File: config.mk
export PLATFORM = sky130hd
export DESIGN_NAME = gpio_header_arbiter
export DESIGN_NICKNAME = d
export VERILOG_FILES = /design/src/rtl/gpio_arb_pkg.sv /design/src/rtl/gpio_in_sync.sv /design/src/rtl/gpio_header_arbiter.sv
export SDC_FILE = /design/constraint.sdc
export NUM_CORES = 1
export LEC_CHECK = 0
export ABC_AREA = 1
export CORE_MARGIN = 1
export CORE_UTILIZATION = 40
export CTS_BUF_LIST = sky130_fd_sc_hd__clkbuf_8
export DETAILED_ROUTE_END_ITERATION = 8
export GPL_ROUTABILITY_DRIVEN = 0
export MAX_ROUTING_LAYER = met4
export PLACE_DENSITY_LB_ADDON = 0.2
export SLEW_MARGIN = 25
export SYNTH_ARGS = -nofsm -noshare
export SYNTH_HDL_FRONTEND = slang
export SYNTH_SLANG_ARGS = --single-unit
File: constraint.sdc
create_clock -name clk -period 3.1 [get_ports clk]
set_input_delay 0.93 -clock clk [delete_from_list [all_inputs] [get_ports clk]]
set_output_delay 0.93 -clock clk [all_outputs]
set_load 0.02 [all_outputs]
File: src/rtl/gpio_arb_pkg.sv
`default_nettype none
// ============================================================================
//  Module      : gpio_arb_pkg
//  Description : Shared types and constants for the GPIO header arbiter.
//                - arb_state_t : arbiter FSM encoding
//                - ADDR_*      : register select (requester addr[0])
//                - HDR_*       : header select   (requester addr[1])
//  Revision    : 1.0 - initial release
// ============================================================================
package gpio_arb_pkg;

    typedef enum logic [1:0] {
        ST_IDLE  = 2'd0,
        ST_SERVE = 2'd1,
        ST_ACK   = 2'd2,
        ST_HOLD  = 2'd3
    } arb_state_t;

    localparam logic ADDR_DATA = 1'b0;
    localparam logic ADDR_DIR  = 1'b1;
    localparam logic HDR_0     = 1'b0;
    localparam logic HDR_1     = 1'b1;

endpackage : gpio_arb_pkg
`default_nettype wire

File: src/rtl/gpio_in_sync.sv
`default_nettype none
// ============================================================================
//  Module      : gpio_in_sync
//  Description : Two-flop synchroniser bank for asynchronous header pins.
//  Ports       : clk      - system clock
//                reset_n  - asynchronous active-low reset
//                i_async  - raw pin inputs (WIDTH bits)
//                o_sync   - synchronised pins, two clk cycles behind i_async
//  Revision    : 1.0 - initial release
// ============================================================================
module gpio_in_sync #(
    parameter int WIDTH = 36
) (
    input  logic             clk,
    input  logic             reset_n,
    input  logic [WIDTH-1:0] i_async,
    output logic [WIDTH-1:0] o_sync
);

    logic [WIDTH-1:0] r_meta;
    logic [WIDTH-1:0] r_sync;

    always_ff @(posedge clk or negedge reset_n) begin
        if (!reset_n) begin
            r_meta <= '0;
            r_sync <= '0;
        end else begin
            r_meta <= i_async;
            r_sync <= r_meta;
        end
    end

    assign o_sync = r_sync;

endmodule : gpio_in_sync
`default_nettype wire

File: src/rtl/gpio_header_arbiter.sv
`default_nettype none
// ============================================================================
//  Module      : gpio_header_arbiter
//  Description : Round-robin arbiter giving two requesters (r0 = HPS bridge,
//                r1 = FPGA engine) access to the data/direction registers and
//                synchronised inputs of two GPIO headers. A requester may
//                lock the grant across several accesses; a watchdog releases
//                a lock that idles for LOCK_TIMEOUT cycles.
//  Ports       : clk, reset_n              - clock, async active-low reset
//                i_rN_req/lock/we/addr/wdata - requester N access (N = 0,1)
//                o_rN_ack/rdata            - one-cycle completion, read data
//                i_gpioM_in                - raw header pins (M = 0,1)
//                o_gpioM_out/oe            - output value / output enable
//                o_owner                   - {valid, id} of current grant
//                o_lock_err                - pulse on watchdog release
//  Revision    : 1.0 - initial release
// ============================================================================
module gpio_header_arbiter
    import gpio_arb_pkg::*;
#(
    parameter int GPIO_W       = 36,
    parameter int LOCK_TIMEOUT = 1024,
    parameter int CNT_W        = 11
) (
    input  logic              clk,
    input  logic              reset_n,

    input  logic              i_r0_req,
    input  logic              i_r0_lock,
    input  logic              i_r0_we,
    input  logic [1:0]        i_r0_addr,
    input  logic [GPIO_W-1:0] i_r0_wdata,
    output logic              o_r0_ack,
    output logic [GPIO_W-1:0] o_r0_rdata,

    input  logic              i_r1_req,
    input  logic              i_r1_lock,
    input  logic              i_r1_we,
    input  logic [1:0]        i_r1_addr,
    input  logic [GPIO_W-1:0] i_r1_wdata,
    output logic              o_r1_ack,
    output logic [GPIO_W-1:0] o_r1_rdata,

    input  logic [GPIO_W-1:0] i_gpio0_in,
    output logic [GPIO_W-1:0] o_gpio0_out,
    output logic [GPIO_W-1:0] o_gpio0_oe,
    input  logic [GPIO_W-1:0] i_gpio1_in,
    output logic [GPIO_W-1:0] o_gpio1_out,
    output logic [GPIO_W-1:0] o_gpio1_oe,

    output logic [1:0]        o_owner,
    output logic              o_lock_err
);

    // Watchdog fires on the HOLD cycle where the idle count reaches this value.
    localparam logic [CNT_W-1:0] c_CNT_LAST = CNT_W'(LOCK_TIMEOUT - 1);

    arb_state_t        r_state;
    logic              r_owner_vld;
    logic              r_owner_id;
    logic              r_last_grant;
    logic [CNT_W-1:0]  r_cnt;
    logic              r_lock_err;
    logic [1:0]        r_ack;
    logic [GPIO_W-1:0] r_rdata [2];
    logic [GPIO_W-1:0] r_out   [2];
    logic [GPIO_W-1:0] r_oe    [2];

    logic [GPIO_W-1:0] w_gpio_in [2];
    logic [GPIO_W-1:0] w_sync    [2];

    // ------------------------------------------------------------------
    // Input synchronisers, one per header
    // ------------------------------------------------------------------
    assign w_gpio_in[HDR_0] = i_gpio0_in;
    assign w_gpio_in[HDR_1] = i_gpio1_in;

    for (genvar h = 0; h < 2; h++) begin : g_sync
        gpio_in_sync #(
            .WIDTH (GPIO_W)
        ) u_sync (
            .clk     (clk),
            .reset_n (reset_n),
            .i_async (w_gpio_in[h]),
            .o_sync  (w_sync[h])
        );
    end

    // ------------------------------------------------------------------
    // Current owner's request view
    // ------------------------------------------------------------------
    logic              w_sel_req;
    logic              w_sel_lock;
    logic              w_sel_we;
    logic [1:0]        w_sel_addr;
    logic [GPIO_W-1:0] w_sel_wdata;
    logic [GPIO_W-1:0] w_rd_val;
    logic              w_any_req;
    logic              w_grant_id;

    assign w_sel_req   = r_owner_id ? i_r1_req   : i_r0_req;
    assign w_sel_lock  = r_owner_id ? i_r1_lock  : i_r0_lock;
    assign w_sel_we    = r_owner_id ? i_r1_we    : i_r0_we;
    assign w_sel_addr  = r_owner_id ? i_r1_addr  : i_r0_addr;
    assign w_sel_wdata = r_owner_id ? i_r1_wdata : i_r0_wdata;

    // Data reads return the synchronised pins, not the output register.
    assign w_rd_val = (w_sel_addr[0] == ADDR_DATA) ? w_sync[w_sel_addr[1]]
                                                   : r_oe[w_sel_addr[1]];

    // On a tie the requester that was not granted last wins; otherwise the
    // single active requester is chosen.
    assign w_any_req  = i_r0_req | i_r1_req;
    assign w_grant_id = (i_r0_req & i_r1_req) ? ~r_last_grant : i_r1_req;

    // ------------------------------------------------------------------
    // Arbiter FSM, register file and watchdog
    // ------------------------------------------------------------------
    always_ff @(posedge clk or negedge reset_n) begin
        if (!reset_n) begin
            r_state      <= ST_IDLE;
            r_owner_vld  <= 1'b0;
            r_owner_id   <= 1'b0;
            r_last_grant <= 1'b1;
            r_cnt        <= '0;
            r_lock_err   <= 1'b0;
            r_ack        <= 2'b00;
            r_rdata[0]   <= '0;
            r_rdata[1]   <= '0;
            r_out[0]     <= '0;
            r_out[1]     <= '0;
            r_oe[0]      <= '0;
            r_oe[1]      <= '0;
        end else begin
            // Ack, rdata and lock_err are single-cycle by construction.
            r_ack      <= 2'b00;
            r_rdata[0] <= '0;
            r_rdata[1] <= '0;
            r_lock_err <= 1'b0;

            case (r_state)
                ST_IDLE: begin
                    if (w_any_req) begin
                        r_owner_vld <= 1'b1;
                        r_owner_id  <= w_grant_id;
                        r_state     <= ST_SERVE;
                    end
                end

                ST_SERVE: begin
                    if (w_sel_we) begin
                        if (w_sel_addr[0] == ADDR_DIR)
                            r_oe[w_sel_addr[1]]  <= w_sel_wdata;
                        else
                            r_out[w_sel_addr[1]] <= w_sel_wdata;
                    end else begin
                        r_rdata[r_owner_id] <= w_rd_val;
                    end
                    r_ack[r_owner_id] <= 1'b1;
                    r_state           <= ST_ACK;
                end

                ST_ACK: begin
                    r_last_grant <= r_owner_id;
                    r_cnt        <= '0;
                    if (w_sel_lock) begin
                        r_state <= ST_HOLD;
                    end else begin
                        r_owner_vld <= 1'b0;
                        r_owner_id  <= 1'b0;
                        r_state     <= ST_IDLE;
                    end
                end

                ST_HOLD: begin
                    // A pending owner request beats a dropped lock; the lock
                    // is looked at again in ACK.
                    if (w_sel_req) begin
                        r_cnt   <= '0;
                        r_state <= ST_SERVE;
                    end else if (!w_sel_lock) begin
                        r_owner_vld <= 1'b0;
                        r_owner_id  <= 1'b0;
                        r_state     <= ST_IDLE;
                    end else if (r_cnt == c_CNT_LAST) begin
                        r_owner_vld <= 1'b0;
                        r_owner_id  <= 1'b0;
                        r_lock_err  <= 1'b1;
                        r_state     <= ST_IDLE;
                    end else begin
                        r_cnt <= r_cnt + 1'b1;
                    end
                end

                default: r_state <= ST_IDLE;
            endcase
        end
    end

    assign o_r0_ack    = r_ack[0];
    assign o_r1_ack    = r_ack[1];
    assign o_r0_rdata  = r_rdata[0];
    assign o_r1_rdata  = r_rdata[1];
    assign o_gpio0_out = r_out[HDR_0];
    assign o_gpio0_oe  = r_oe[HDR_0];
    assign o_gpio1_out = r_out[HDR_1];
    assign o_gpio1_oe  = r_oe[HDR_1];
    assign o_owner     = {r_owner_vld, r_owner_id};
    assign o_lock_err  = r_lock_err;

endmodule : gpio_header_arbiter
`default_nettype wire
==> results_dict.tcl <==
set metrics [dict create \
    post-place-ws_ns 0.301 \
    cts_root_buf "clkbuf_8" \
    cts.hold.buffers_added 0 \
    yosysWarnings 0 \
    fin_skew_ns 0.0367 \
    grt_pass1_wl_mm 64.4 \
    drc_errors 0 \
    synth_flop_cell "dfrtp_1" \
    status "finished clean" \
    p_switching_mw 7.02 \
    cts_resized 0 \
    rsz0062_at_grt "false" \
    num_vias 11300 \
    rows 68 \
    slew_headroom_pct 61.0 \
    wl_mm 41.8 \
    placed_area_sq_um 18400 \
    r2r_setup_slack_ns 0.72 \
    dp_hpwl_mm 28.9 \
    die_x_um 189 \
    syn_nets 1586 \
    ys_seq_area_share_pct 67.9 \
    routedWlPerCell_um 17.9 \
    max_stage_delay_ns 0.67 \
    synth.cell_area_sq_um 14000 \
    antenna_found_initial 1 \
    grt_max_degree 73 \
    post-route-period-util_pct 93.7 \
    crit_chain "buf_4, clkdlybuf4s50_1" \
    endpoint "o_owner[0]" \
    endpoint_kind "output pin" \
    grt_pass1_vias 11400 \
    p_seq_share_pct 37.2 \
    drv_cap 0 \
    synthDominantCellAreaShare_pct 67.7 \
    combPwrFrac_pct 39.4 \
    nFillCells 3016 \
    ios 377 \
    cts_sinks 379 \
    cellPowerDensity_nw_per_um2 933 \
    grt_usage_pct 24.5 \
    period_needed_ns 2.90 \
    clock_power_share_pct 23.4 \
    cp.required_ns 2.17 \
    r2r_start "r_owner_id" \
    async_flop_share_pct 100 \
    start_util_pct 40.5 \
    cts_buffer_depth 3 \
    finalSetupTns_ns 0 \
    cts_setup_buffers 0 \
    peakVddDrop_uv 584 \
    die_area_sq_um 35700 \
    synth_area_per_cell_sq_um 9.78 \
    cp-startpoint "r_owner_id" \
    overflow 0 \
    synthTopCellsByArea "dfrtp_1, nand2_1, o21ai_0" \
    cts_tree "done" \
    yosysTopAreaCell "dfrtp_1" \
    synth.most_common_cell "nand2_1" \
    synth.top_cells.by_count "nand2_1, dfrtp_1, o21ai_0" \
    rr_worst_depth 7 \
    cp_slowest_cell "clkdlybuf4s50_1" \
    postSynthCellCount 1429 \
    insertion_delay_ns 0.61 \
    cts-buffers-inserted 60 \
    hold_path_class "in2async" \
    ys_types 28 \
    synth-edff-count 0 \
    p_leak_nw 9.20 \
    power_mw 18.4 \
    fin_area_sq_um 19700 \
    drive_gt1_share_pct 7.84 \
    cp.arrival_ns 1.97 \
    vias_per_cell 4.83 \
    worstPathMaxFanout 24 \
    clk_pin_slew_ns 0.06 \
    final-max-slew-violation-count 0 \
    final.setup.worst_slack_ns 0.197 \
    dieHeight_um 189 \
    tightest_slew_ns 0.585 \
    drt-initial-drc-count 562 \
    finalSetupViolCount 0 \
    area_growth_pct 40.9 \
    startpoint_type "flop" \
    r2r_end "o_r0_rdata[18]" \
    core_sq_um 34500 \
    port_buffers 376 \
    ys_ff_latch 379 \
    max_freq_mhz 344 \
    internal_power_mw 11.4 \
    firstDrtPassIters 5 \
    final_antenna_net_count 0 \
    nNetsFinal 1985 \
    swShare_pct 38.2 \
    htreeDepth 2 \
    worst-setup-path-type "reg2out" \
    hold_violations 0 \
]
[per-stage QoR]
stage | hold WS, ns | instances | utilization, %
after floorplan | 0.331 | 1429 | -
after global placement | 0.332 | 2221 | 53.5
after detailed placement | 0.335 | 2221 | 53.5
after CTS | 0.254 | 2331 | 57.1
after global routing | 0.271 | 2332 | 57.1
final | 0.276 | 2332 | 57.1
[placed cells by master (no fill, tap or decap), types with 3 or more instances in the layout]
master / count
buf_12: 14
buf_4: 25
clkbuf_8: 76
clkdlybuf4s50_1: 375
clkinv_2: 8
dfrtp_1: 377
inv_1: 108
inv_2: 3
nand2_1: 449
nand3_1: 47
nand4_1: 7
nor2_1: 126
nor2_4: 3
o21ai_0: 218
o21ai_1: 14
[worst min-delay path by stage]
stage / startpoint / end / slack [ns] / cells past startpoint
finish: reset_n / g_sync[1].u_sync.o_sync[15] / 0.28 / 1
global route: reset_n / g_sync[1].u_sync.o_sync[13] / 0.27 / 1
CTS: reset_n / g_sync[1].u_sync.o_sync[15] / 0.25 / 1
detailed placement: g_sync[0].u_sync.r_meta[15] / g_sync[0].u_sync.o_sync[15] / 0.33 / 0
global placement: g_sync[0].u_sync.r_meta[13] / g_sync[0].u_sync.o_sync[13] / 0.33 / 0
floorplan: g_sync[0].u_sync.r_meta[0] / g_sync[0].u_sync.o_sync[0] / 0.33 / 0
[cell families (layout without fill, tap and decap cells)]
logic type      Yosys count  after routing  synth area share (%)
buf+inv                 171            618                  5.26
fa+ha+maj                 1              1                0.0895
compound gates          235            235                  8.46
other cells               0              1                     0
flops                   379            379                  67.9
xor+xnor                  2              2                 0.125
simple gates            641            641                  18.2
[registers in the layout, indices dropped and copies added, names as in the netlist]
signal and count:
o_r0_rdata 36, r_owner_vld 1, o_gpio1_out 36, r_last_grant 1, o_gpio0_out 36, r_cnt 11
g_sync.u_sync.r_meta 72, r_owner_id 1, g_sync.u_sync.o_sync 72, o_gpio1_oe 36, r_state 2, o_lock_err 1
r_ack 2, o_gpio0_oe 36, o_r1_rdata 36
[worst max-delay path, delay by kind of cell, from the launching register on]
family / cells / cell delay [ns]
buffers and inverters: 2 / 0.99
DFF: 1 / 0.38
[layout make-up]
class | count | area [sq um] | area share, %
multi-input cells | 879 | 3780 | 19.2
flip-flops and latches | 379 | 9490 | 48.2
inverters | 93 | 352 | 1.79
clock buffers | 76 | 1050 | 5.31
repair buffers | 415 | 4240 | 21.5
well taps | 455 | 569 | 2.89
diodes | 1 | 2.50 | 0.0127
clock inverters | 34 | 210 | 1.07
[layer usage]
layer	vias to the layer above	global-route usage, %	part of all wire (%)
li1	5287	-	-
met5	-	-	0
met1	5443	29.7	39
met3	78	7.04	9.1
met4	0	8.41	3.0
met2	461	39.4	49
[power by group through the flow]
| stage | logic (mW) | clock network [mW] | registers, mW |
|---|---|---|---|
| 2_1_floorplan | 2.33 | 0 | 8.03 |
| 3_3_place_gp | 7.17 | 0 | 6.90 |
| 3_5_place_dp | 7.27 | 0 | 6.90 |
| 4_1_cts | 7.30 | 4.41 | 6.84 |
| 5_1_grt | 7.85 | 4.64 | 6.95 |
| 6_report | 7.23 | 4.31 | 6.83 |
Power figures use the tool's default switching activity.
